--- src/rtl/dmem_arbiter_if.sv ---
// Requester-side bus of the data-memory arbiter: request/store fields in, grant and response out.
// The lock input exists only when DMEM_ARB_LOCK_EN is defined.
interface dmem_arbiter_if;
    logic        req;
    logic        we;
    logic [31:0] addr;
    logic [31:0] wdata;
    logic [3:0]  be;
    logic        gnt;
    logic        rvalid;
    logic [31:0] rdata;
    logic        err;
`ifdef DMEM_ARB_LOCK_EN
    logic        lock;
`endif

    modport master (
        output req, we, addr, wdata, be,
`ifdef DMEM_ARB_LOCK_EN
        output lock,
`endif
        input  gnt, rvalid, rdata, err
    );

    modport slave (
        input  req, we, addr, wdata, be,
`ifdef DMEM_ARB_LOCK_EN
        input  lock,
`endif
        output gnt, rvalid, rdata, err
    );
endinterface

--- src/rtl/dmem_arbiter.sv ---
// Round-robin two-port arbiter in front of a single-port word memory with single-cycle
// sub-word merge and registered response. Optional bus lock FSM: DMEM_ARB_LOCK_EN.
module dmem_arbiter #(
    parameter int DEPTH = 1024,
    parameter int AW    = $clog2(DEPTH)
) (
    input  logic          clk,
    input  logic          rst,
    dmem_arbiter_if.slave m0,
    dmem_arbiter_if.slave m1,
    output logic          mem_we,
    output logic [31:0]   mem_addr,
    output logic [31:0]   mem_wdata,
    input  logic [31:0]   mem_rdata
);

    function automatic logic [31:0] byte_mask(input logic [3:0] be);
        return {{8{be[3]}}, {8{be[2]}}, {8{be[1]}}, {8{be[0]}}};
    endfunction

    function automatic logic [31:0] merge_word(input logic [31:0] old_w,
                                               input logic [31:0] new_w,
                                               input logic [3:0]  be);
        return (old_w & ~byte_mask(be)) | (new_w & byte_mask(be));
    endfunction

    logic        prio;
    logic        allow0, allow1;
    logic        req0, req1;
    logic        gnt0, gnt1;
    logic        any_gnt;
    logic        we_s;
    logic [31:0] addr_s;
    logic [31:0] wdata_s;
    logic [3:0]  be_s;
    logic        in_range;

    logic        rvalid0_p1, rvalid1_p1;
    logic        err0_p1, err1_p1;
    logic [31:0] rdata0_p1, rdata1_p1;

`ifdef DMEM_ARB_LOCK_EN
    localparam logic [1:0] ST_IDLE  = 2'd0;
    localparam logic [1:0] ST_LOCK0 = 2'd1;
    localparam logic [1:0] ST_LOCK1 = 2'd2;

    logic [1:0] lock_st;

    // A held lock excludes the other requester regardless of prio
    assign allow0 = (lock_st != ST_LOCK1);
    assign allow1 = (lock_st != ST_LOCK0);

    always_ff @(posedge clk) begin
        if (rst) begin
            lock_st <= ST_IDLE;
        end else begin
            case (lock_st)
                ST_IDLE: begin
                    if (gnt0 && m0.lock)      lock_st <= ST_LOCK0;
                    else if (gnt1 && m1.lock) lock_st <= ST_LOCK1;
                end
                ST_LOCK0: if (!m0.lock) lock_st <= ST_IDLE;
                ST_LOCK1: if (!m1.lock) lock_st <= ST_IDLE;
                default:  lock_st <= ST_IDLE;
            endcase
        end
    end
`else
    assign allow0 = 1'b1;
    assign allow1 = 1'b1;
`endif

    // Stage p0: combinational grant, address select and store merge
    assign req0    = m0.req && allow0;
    assign req1    = m1.req && allow1;
    assign gnt0    = !rst && req0 && (!req1 || !prio);
    assign gnt1    = !rst && req1 && (!req0 || prio);
    assign any_gnt = gnt0 || gnt1;

    // With no grant the bus idles on m0's address
    assign we_s    = gnt1 ? m1.we    : m0.we;
    assign addr_s  = gnt1 ? m1.addr  : m0.addr;
    assign wdata_s = gnt1 ? m1.wdata : m0.wdata;
    assign be_s    = gnt1 ? m1.be    : m0.be;

    assign in_range  = (addr_s >> 2) < 32'(DEPTH);
    assign mem_addr  = {{(32-AW){1'b0}}, addr_s[AW+1:2]};
    assign mem_wdata = merge_word(mem_rdata, wdata_s, be_s);
    assign mem_we    = any_gnt && we_s && in_range && (be_s != 4'b0000);

    assign m0.gnt = gnt0;
    assign m1.gnt = gnt1;

    // Stage p1: registered response, one cycle after the grant
    always_ff @(posedge clk) begin
        if (rst) begin
            prio       <= 1'b0;
            rvalid0_p1 <= 1'b0;
            rvalid1_p1 <= 1'b0;
            err0_p1    <= 1'b0;
            err1_p1    <= 1'b0;
            rdata0_p1  <= 32'h0;
            rdata1_p1  <= 32'h0;
        end else begin
            rvalid0_p1 <= gnt0;
            rvalid1_p1 <= gnt1;
            if (gnt0) begin
                prio    <= 1'b1;
                err0_p1 <= !in_range;
                if (!in_range)   rdata0_p1 <= 32'h0;
                else if (!we_s)  rdata0_p1 <= mem_rdata;
            end
            if (gnt1) begin
                prio    <= 1'b0;
                err1_p1 <= !in_range;
                if (!in_range)   rdata1_p1 <= 32'h0;
                else if (!we_s)  rdata1_p1 <= mem_rdata;
            end
        end
    end

    assign m0.rvalid = rvalid0_p1;
    assign m0.err    = err0_p1;
    assign m0.rdata  = rdata0_p1;
    assign m1.rvalid = rvalid1_p1;
    assign m1.err    = err1_p1;
    assign m1.rdata  = rdata1_p1;

endmodule

--- src/flat_wrapper.sv ---
// flat-port wrapper written by rule: the top's interface ports become plain ports
module dmem_arbiter_flat 
#(
    parameter int DEPTH = 1024,
    parameter int AW    = $clog2(DEPTH)
)
  (clk, rst, mem_we, mem_addr, mem_wdata, mem_rdata, m0_req, m0_we, m0_addr, m0_wdata, m0_be, m0_gnt, m0_rvalid, m0_rdata, m0_err, m1_req, m1_we, m1_addr, m1_wdata, m1_be, m1_gnt, m1_rvalid, m1_rdata, m1_err);
  dmem_arbiter_if m0_i ();
  dmem_arbiter_if m1_i ();
  input  logic clk;
  input  logic rst;
  output logic mem_we;
  output logic [31:0] mem_addr;
  output logic [31:0] mem_wdata;
  input  logic [31:0] mem_rdata;
  input wire logic [$bits(m0_i.req)-1:0] m0_req;
  input wire logic [$bits(m0_i.we)-1:0] m0_we;
  input wire logic [$bits(m0_i.addr)-1:0] m0_addr;
  input wire logic [$bits(m0_i.wdata)-1:0] m0_wdata;
  input wire logic [$bits(m0_i.be)-1:0] m0_be;
  output wire logic [$bits(m0_i.gnt)-1:0] m0_gnt;
  output wire logic [$bits(m0_i.rvalid)-1:0] m0_rvalid;
  output wire logic [$bits(m0_i.rdata)-1:0] m0_rdata;
  output wire logic [$bits(m0_i.err)-1:0] m0_err;
  input wire logic [$bits(m1_i.req)-1:0] m1_req;
  input wire logic [$bits(m1_i.we)-1:0] m1_we;
  input wire logic [$bits(m1_i.addr)-1:0] m1_addr;
  input wire logic [$bits(m1_i.wdata)-1:0] m1_wdata;
  input wire logic [$bits(m1_i.be)-1:0] m1_be;
  output wire logic [$bits(m1_i.gnt)-1:0] m1_gnt;
  output wire logic [$bits(m1_i.rvalid)-1:0] m1_rvalid;
  output wire logic [$bits(m1_i.rdata)-1:0] m1_rdata;
  output wire logic [$bits(m1_i.err)-1:0] m1_err;
  assign m0_i.req = m0_req;
  assign m0_i.we = m0_we;
  assign m0_i.addr = m0_addr;
  assign m0_i.wdata = m0_wdata;
  assign m0_i.be = m0_be;
  assign m0_gnt = m0_i.gnt;
  assign m0_rvalid = m0_i.rvalid;
  assign m0_rdata = m0_i.rdata;
  assign m0_err = m0_i.err;
  assign m1_i.req = m1_req;
  assign m1_i.we = m1_we;
  assign m1_i.addr = m1_addr;
  assign m1_i.wdata = m1_wdata;
  assign m1_i.be = m1_be;
  assign m1_gnt = m1_i.gnt;
  assign m1_rvalid = m1_i.rvalid;
  assign m1_rdata = m1_i.rdata;
  assign m1_err = m1_i.err;
  dmem_arbiter #(.DEPTH(DEPTH), .AW(AW)) u_core (.clk(clk), .rst(rst), .m0(m0_i), .m1(m1_i), .mem_we(mem_we), .mem_addr(mem_addr), .mem_wdata(mem_wdata), .mem_rdata(mem_rdata));
endmodule
--- config.mk ---
export PLATFORM = sky130hd
export DESIGN_NAME = dmem_arbiter_flat
export DESIGN_NICKNAME = d
export VERILOG_FILES = /design/src/rtl/dmem_arbiter_if.sv /design/src/rtl/dmem_arbiter.sv /design/src/flat_wrapper.sv
export SDC_FILE = /design/constraint.sdc
export NUM_CORES = 1
export LEC_CHECK = 0
export CORE_MARGIN = 5
export CORE_UTILIZATION = 31
export DETAILED_ROUTE_END_ITERATION = 10
export PLACE_DENSITY = 0.78
export SYNTH_ARGS = -nofsm -noshare
export SYNTH_HDL_FRONTEND = slang
export SYNTH_SLANG_ARGS = --single-unit
--- constraint.sdc ---
create_clock -name clk -period 2.36 [get_ports clk]
set_input_delay 0.354 -clock clk [delete_from_list [all_inputs] [get_ports clk]]
set_output_delay 0.354 -clock clk [all_outputs]
set_load 0.01 [all_outputs]
==> results.json, run 1 <==
{
  "finalHoldViolations": 0,
  "nNetsFinal": 985,
  "setup_viol": 1,
  "n_antenna_cell": 0,
  "core_area_mm2": 0.0126,
  "dp_cells": 957,
  "wl_per_cell_um": 19.5,
  "critPathRequiredTime_ns": 2.01,
  "placement_rows": 41,
  "grt_overflow": 0,
  "layout_commonest_cell": "clkdlybuf4s50_1",
  "fin_crit_ns": 2.43,
  "syn_inst": 509,
  "grt_pass1_vias": 5185,
  "violations": "negative setup slack",
  "cts_tree": "yes",
  "area_growth_pct": 97.6,
  "cts_sinks": 69,
  "path_clk_slew_ns": 0.05,
  "ios": 309,
  "drtPass1Iterations": 5,
  "fin_skew_ns": 0.00419,
  "cts_hold_buf": 0,
  "h-tree-depth": 3,
  "crit_path_start_kind": "input port",
  "p_per_area_mw_per_mm2": 429,
  "clockBufferDepth": 2,
  "die_h_um": 123,
  "drtIter0Drc": 365,
  "final_cell_mix": "clkdlybuf4s50_1, nand2_1, dfxtp_1, nor2_1, nor2b_1",
  "worst_pin_slew_ns": 0.646,
  "synth-seq-cells": 69,
  "hpwlAfterDp_um": 13900,
  "fmax_mhz": 412,
  "critPathCaptureType": "primary output",
  "ant_nets": 0,
  "grt_max_degree": 65,
  "relSlewSlack_pct": 56.9,
  "chipWidth_um": 123,
  "status": "finished, violations left",
  "ys_seq_area_share_pct": 34.6,
  "period_share_pct": 103,
  "die-area_mm2": 0.0152,
  "drc": 0,
  "fin_setup_tns_ns": -0.0654,
  "synth_top_area_cell": "dfxtp_1",
  "setup_ws_ns": -0.0654,
  "rsz0062_at_grt": "yes",
  "synth.distinct_cells": 26,
  "synth_warnings": 0,
  "place.gp.congestion": 0.829,
  "place_ws_ns": -0.895,
  "avgSynthCellArea_um2": 7.84,
  "path_max_fanout": 3,
  "layoutNonFillerInstCount": 988,
  "clock-root-buffer": "clkbuf_16",
  "clock_latency_ns": 0.33,
  "port_buffers": 282,
  "yosys-top-cells-area": "dfxtp_1, nor2b_1, a311o_1",
  "drive_gt1_share_pct": 13.2,
  "leakagePower_nw": 3.28,
  "ir_worst_vdd_v": 0.000354,
  "numCtsBuffers": 9,
  "maxCapViolCount": 0,
  "yosysTopAreaCellShare_pct": 34.6,
  "via_count": 5171,
  "cp_data_arrival_time_ns": 2.07,
  "utilization_pct": 62.5,
  "slew_violations": 0,
  "floorplan.initialDensity_pct": 31.6,
  "via_per_inst": 5.23,
  "critical_path_class": "input port to primary output",
  "grt_pass1_wl_um": 28300,
  "antenna_found_initial": 0,
  "drt_wl_total_um": 19300,
  "fin_area_mm2": 0.00788,
  "holdCritPathClass": "flip-flop to flip-flop",
  "syn_area_mm2": 0.00399,
  "placed_area_mm2": 0.00714,
  "grt_usage_pct": 24.0
}
[per-stage QoR]
step	power, mW	hold WS, ns
floorplan	1.49	0.452
CTS	3.39	0.479
detailed placement	2.05	0.467
finish	3.39	0.474
global placement	2.03	0.461
global route	3.51	0.500
[layout make-up]
cell class                 instances  area (um2)
timing repair buffer             333        3420
sequential                        69        1380
clock inverter                     6        62.6
fill                            1102        4740
tap                              172         215
multi-input combinational        394        2550
inverter                           4        15.0
clock buffer                      10         239
[critical path, stage by stage]
cell and delay, ns:
clkdlybuf4s15_1 0.19, or4_4 0.48, or4_4 0.57, nand2_2 0.10, nor4b_4 0.20, buf_2 0.18
[cell usage after synthesis]
cell type and number:
buf_1 2, nor2_1 65, nand2b_1 4, inv_1 2, or4_1 4, a211oi_1 34, nand3b_1 1, nand2_4 1
nand2_1 73, a311o_1 32, buf_6 3, nand3_1 6, nor4_1 10, buf_4 22, inv_2 2, clkbuf_1 31
a22o_1 32, a2111oi_4 1, nor2b_1 66, buf_2 5, dfxtp_1 69, o22ai_1 33, a21oi_1 1, nor4b_1 1
conb_1 1, o21ai_1 8
[path summary, 6_finish.rpt]
kind | startpoint | end | slack [ns] | cells after the start
worst max-delay path | m0_addr[14] | mem_we | -0.07 | 6
worst min-delay path | u_core.m1.rdata[9] | u_core.m1.rdata[9] | 0.47 | 1
worst max register to register | u_core.prio | u_core.m1.rdata[31] | 0.07 | 10
worst min register to register | u_core.m1.rdata[9] | u_core.m1.rdata[9] | 0.47 | 1
[registers in the layout, indices dropped and copies added, names as in the netlist]
signal	count
u_core.prio	1
u_core.m1.err	1
u_core.m0.rdata	32
u_core.m0.err	1
u_core.m0.rvalid	1
u_core.m1.rdata	32
u_core.m1.rvalid	1
[layer usage]
metal | global-route usage, % | share of wire (%) | up-vias
met5 | 0 | 0 | -
met4 | 6.30 | 1.5 | 0
met3 | 5.81 | 7.5 | 26
met2 | 42.5 | 52 | 219
met1 | 29.0 | 39 | 2526
li1 | - | - | 2400
[kinds of logic after synthesis]
logic type	after synthesis	share of synthesized area, %
AO/OA/AOI/OAI	141	28.5
buffers and inverters	67	9.10
flip-flops	69	34.6
other	1	0.0940
AND/OR/NAND/NOR	231	27.7
[report_power, final]
part	internal [mW]	switching, mW
combinational	0.461	0.385
clock	0.843	0.522
sequential	1.17	0.00315
[what timing repair did]
| action | 4_1_cts | 5_1_grt |
|---|---|---|
| pin swaps | 19 | 19 |
| gates cloned | 4 | 0 |
| resized for setup | 95 | 58 |
| setup buffers | 9 | 3 |
| setup endpoints to repair | 109 | 69 |
(Power assumes the default switching activity.)
==> inputs of run 2 (changes only) <==
--- a/config.mk
+++ b/config.mk
@@ -11,2 +11,3 @@
 export PLACE_DENSITY = 0.78
+export SLEW_MARGIN = 10
 export SYNTH_ARGS = -nofsm -noshare
--- a/constraint.sdc
+++ b/constraint.sdc
@@ -3,2 +3,2 @@
 set_output_delay 0.354 -clock clk [all_outputs]
-set_load 0.01 [all_outputs]
+set_load 0.005 [all_outputs]
==> run 2 against run 1 <==
  * The run still ends with negative setup slack left
  * Clock power rose by 16%
  * Sequential share of layout area barely moved
  * Utilization fell by 0.13 points
  * Combinational power fell by 3.4%
  * Critical path type unchanged
  * Critical endpoint unchanged
  * Largest power group unchanged
==> results.json, run 2 (same netlist as run 1, synthesis figures left out) <==
{
  "drc": 0,
  "cp_data_arrival_time_ns": 2.05,
  "grt_pass1_vias": 5241,
  "critical_path_class": "input port to primary output",
  "grt_pass1_wl_um": 28200,
  "place.gp.congestion": 0.903,
  "final_cell_mix": "clkdlybuf4s50_1, nand2_1, dfxtp_1, nor2b_1, nor2_1",
  "die-area_mm2": 0.0152,
  "maxCapViolCount": 0,
  "n_antenna_cell": 0,
  "leakagePower_nw": 3.15,
  "power_frac_clock_pct": 44.3,
  "power_frac_comb_pct": 22.9,
  "ant_nets": 0,
  "nNetsFinal": 989,
  "grt_max_degree": 65,
  "h-tree-depth": 3,
  "port_buffers": 282,
  "grt_overflow": 0,
  "seq_power_share_pct": 32.9,
  "clockBufferDepth": 2,
  "setup_ws_ns": -0.0406,
  "clock_latency_ns": 0.33,
  "fill_cells": 1098,
  "status": "finished, violations left",
  "drt_wl_total_um": 19000,
  "cts_hold_buf": 0,
  "rsz0062_at_grt": "yes",
  "critPathCaptureType": "primary output",
  "p_int_mw": 2.69,
  "wl_per_cell_um": 19.1,
  "grt_usage_pct": 23.9,
  "fmax_mhz": 417,
  "fin_area_mm2": 0.00787,
  "antenna_found_initial": 0,
  "finalHoldViolations": 0,
  "floorplan.initialDensity_pct": 31.6,
  "period_share_pct": 102,
  "area_growth_pct": 97.2,
  "whs_ns": 0.479,
  "violations": "negative setup slack",
  "crit_path_start_kind": "input port",
  "chipWidth_um": 123,
  "ir_worst_vdd_v": 0.000466,
  "fin_crit_ns": 2.40,
  "drtPass1Iterations": 5,
  "cts_tree": "yes",
  "cts_sinks": 69,
  "path_max_fanout": 3,
  "p_switching_uw": 883,
  "core_area_mm2": 0.0126,
  "path_clk_slew_ns": 0.06,
  "setup_viol": 1,
  "layout_commonest_cell": "clkdlybuf4s50_1",
  "via_count": 5155,
  "relSlewSlack_pct": 58.0,
  "worst_pin_slew_ns": 0.631,
  "drive_gt1_share_pct": 15.7,
  "slew_violations": 0,
  "placed_area_mm2": 0.00715,
  "p_per_area_mw_per_mm2": 454,
  "placement_rows": 41,
  "numCtsBuffers": 9,
  "via_per_inst": 5.20,
  "clock-root-buffer": "clkbuf_16",
  "ios": 309,
  "die_h_um": 123,
  "reg2regPathDepth": 10,
  "p_sw_share_pct": 24.7,
  "fin_skew_ns": 0.00430,
  "drtIter0Drc": 351,
  "hold_depth": 1,
  "holdCritPathClass": "flip-flop to flip-flop",
  "critPathRequiredTime_ns": 2.01,
  "hpwlAfterDp_um": 13700
}
==> run 2: cell count changes in the layout (fill, tap and decap cells not counted), sizes merged <==
cell / previous run / this run
clkdlybuf4s50: 203 / 209
buf: 51 / 56
bufinv: 1 / 3
dlymetal6s2s: 27 / 7
clkinvlp: 3 / 2
clkdlybuf4s15: 12 / 3
clkbuf: 12 / 17
clkinv: 2 / 1
dlygate4sd2: 36 / 53
==> run 2: timing repair <==
action / CTS / global route
buffers inserted: 14 / 3
endpoints found under the setup margin: 109 / 48
pin swaps: 24 / 15
gates resized for setup: 116 / 45
cloned: 3 / 0
==> run 2: cell type report <==
| class | instances | area [um2] | area share (%) |
|---|---|---|---|
| clock buffer | 10 | 239 | 3.04 |
| clock inverter | 6 | 110 | 1.40 |
| inverter | 4 | 17.5 | 0.223 |
| multi-input combinational | 394 | 2600 | 33.0 |
| sequential | 69 | 1380 | 17.6 |
| tap | 172 | 215 | 2.74 |
| timing repair buffer | 337 | 3300 | 42.0 |
==> run 2: routing by layer <==
layer	GRT usage, %	vias up	wire (um)
li1	-	2411	-
met1	28.9	2479	7500
met2	42.6	228	9860
met3	5.17	37	1320
met4	6.37	0	319
met5	0	-	0
==> run 2: worst paths after layout <==
check                          start  slack, ns                  end
hold / removal    u_core.m1.rdata[0]       0.48   u_core.m1.rdata[0]
setup / recovery         m0_addr[28]      -0.04               mem_we
setup reg to reg         u_core.prio       0.10  u_core.m1.rdata[24]
hold reg to reg   u_core.m1.rdata[0]       0.48   u_core.m1.rdata[0]
==> run 2: metrics by stage <==
step	instances	worst slack (ns)	power (mW)	TNS, ns	utilization [%]
after global placement	959	-0.880	2.00	-51.37	56.6
after detailed placement	959	-0.893	2.01	-52.97	56.6
after CTS	992	-0.138	3.57	-0.138	61.8
after global routing	992	-0.110	3.71	-0.515	62.3
after floorplan	530	0.00662	1.45	0	-
final	992	-0.0406	3.57	-0.0406	62.3
==> run 2: power by group through the flow <==
stage	Combinational (mW)	Clock (mW)	Sequential, mW
after floorplan	0.249	0	1.20
after global placement	0.799	0	1.20
after detailed placement	0.813	0	1.20
after CTS	0.802	1.60	1.17
after global routing	0.876	1.66	1.17
final	0.817	1.58	1.17
==> run 2: critical path, cell delays in order <==
cell and delay [ns]:
clkdlybuf4s50_1 0.44, nor4_2 0.16, nand2_1 0.08, or4_4 0.53
nand2_4 0.09, nor4b_4 0.21, buf_2 0.16
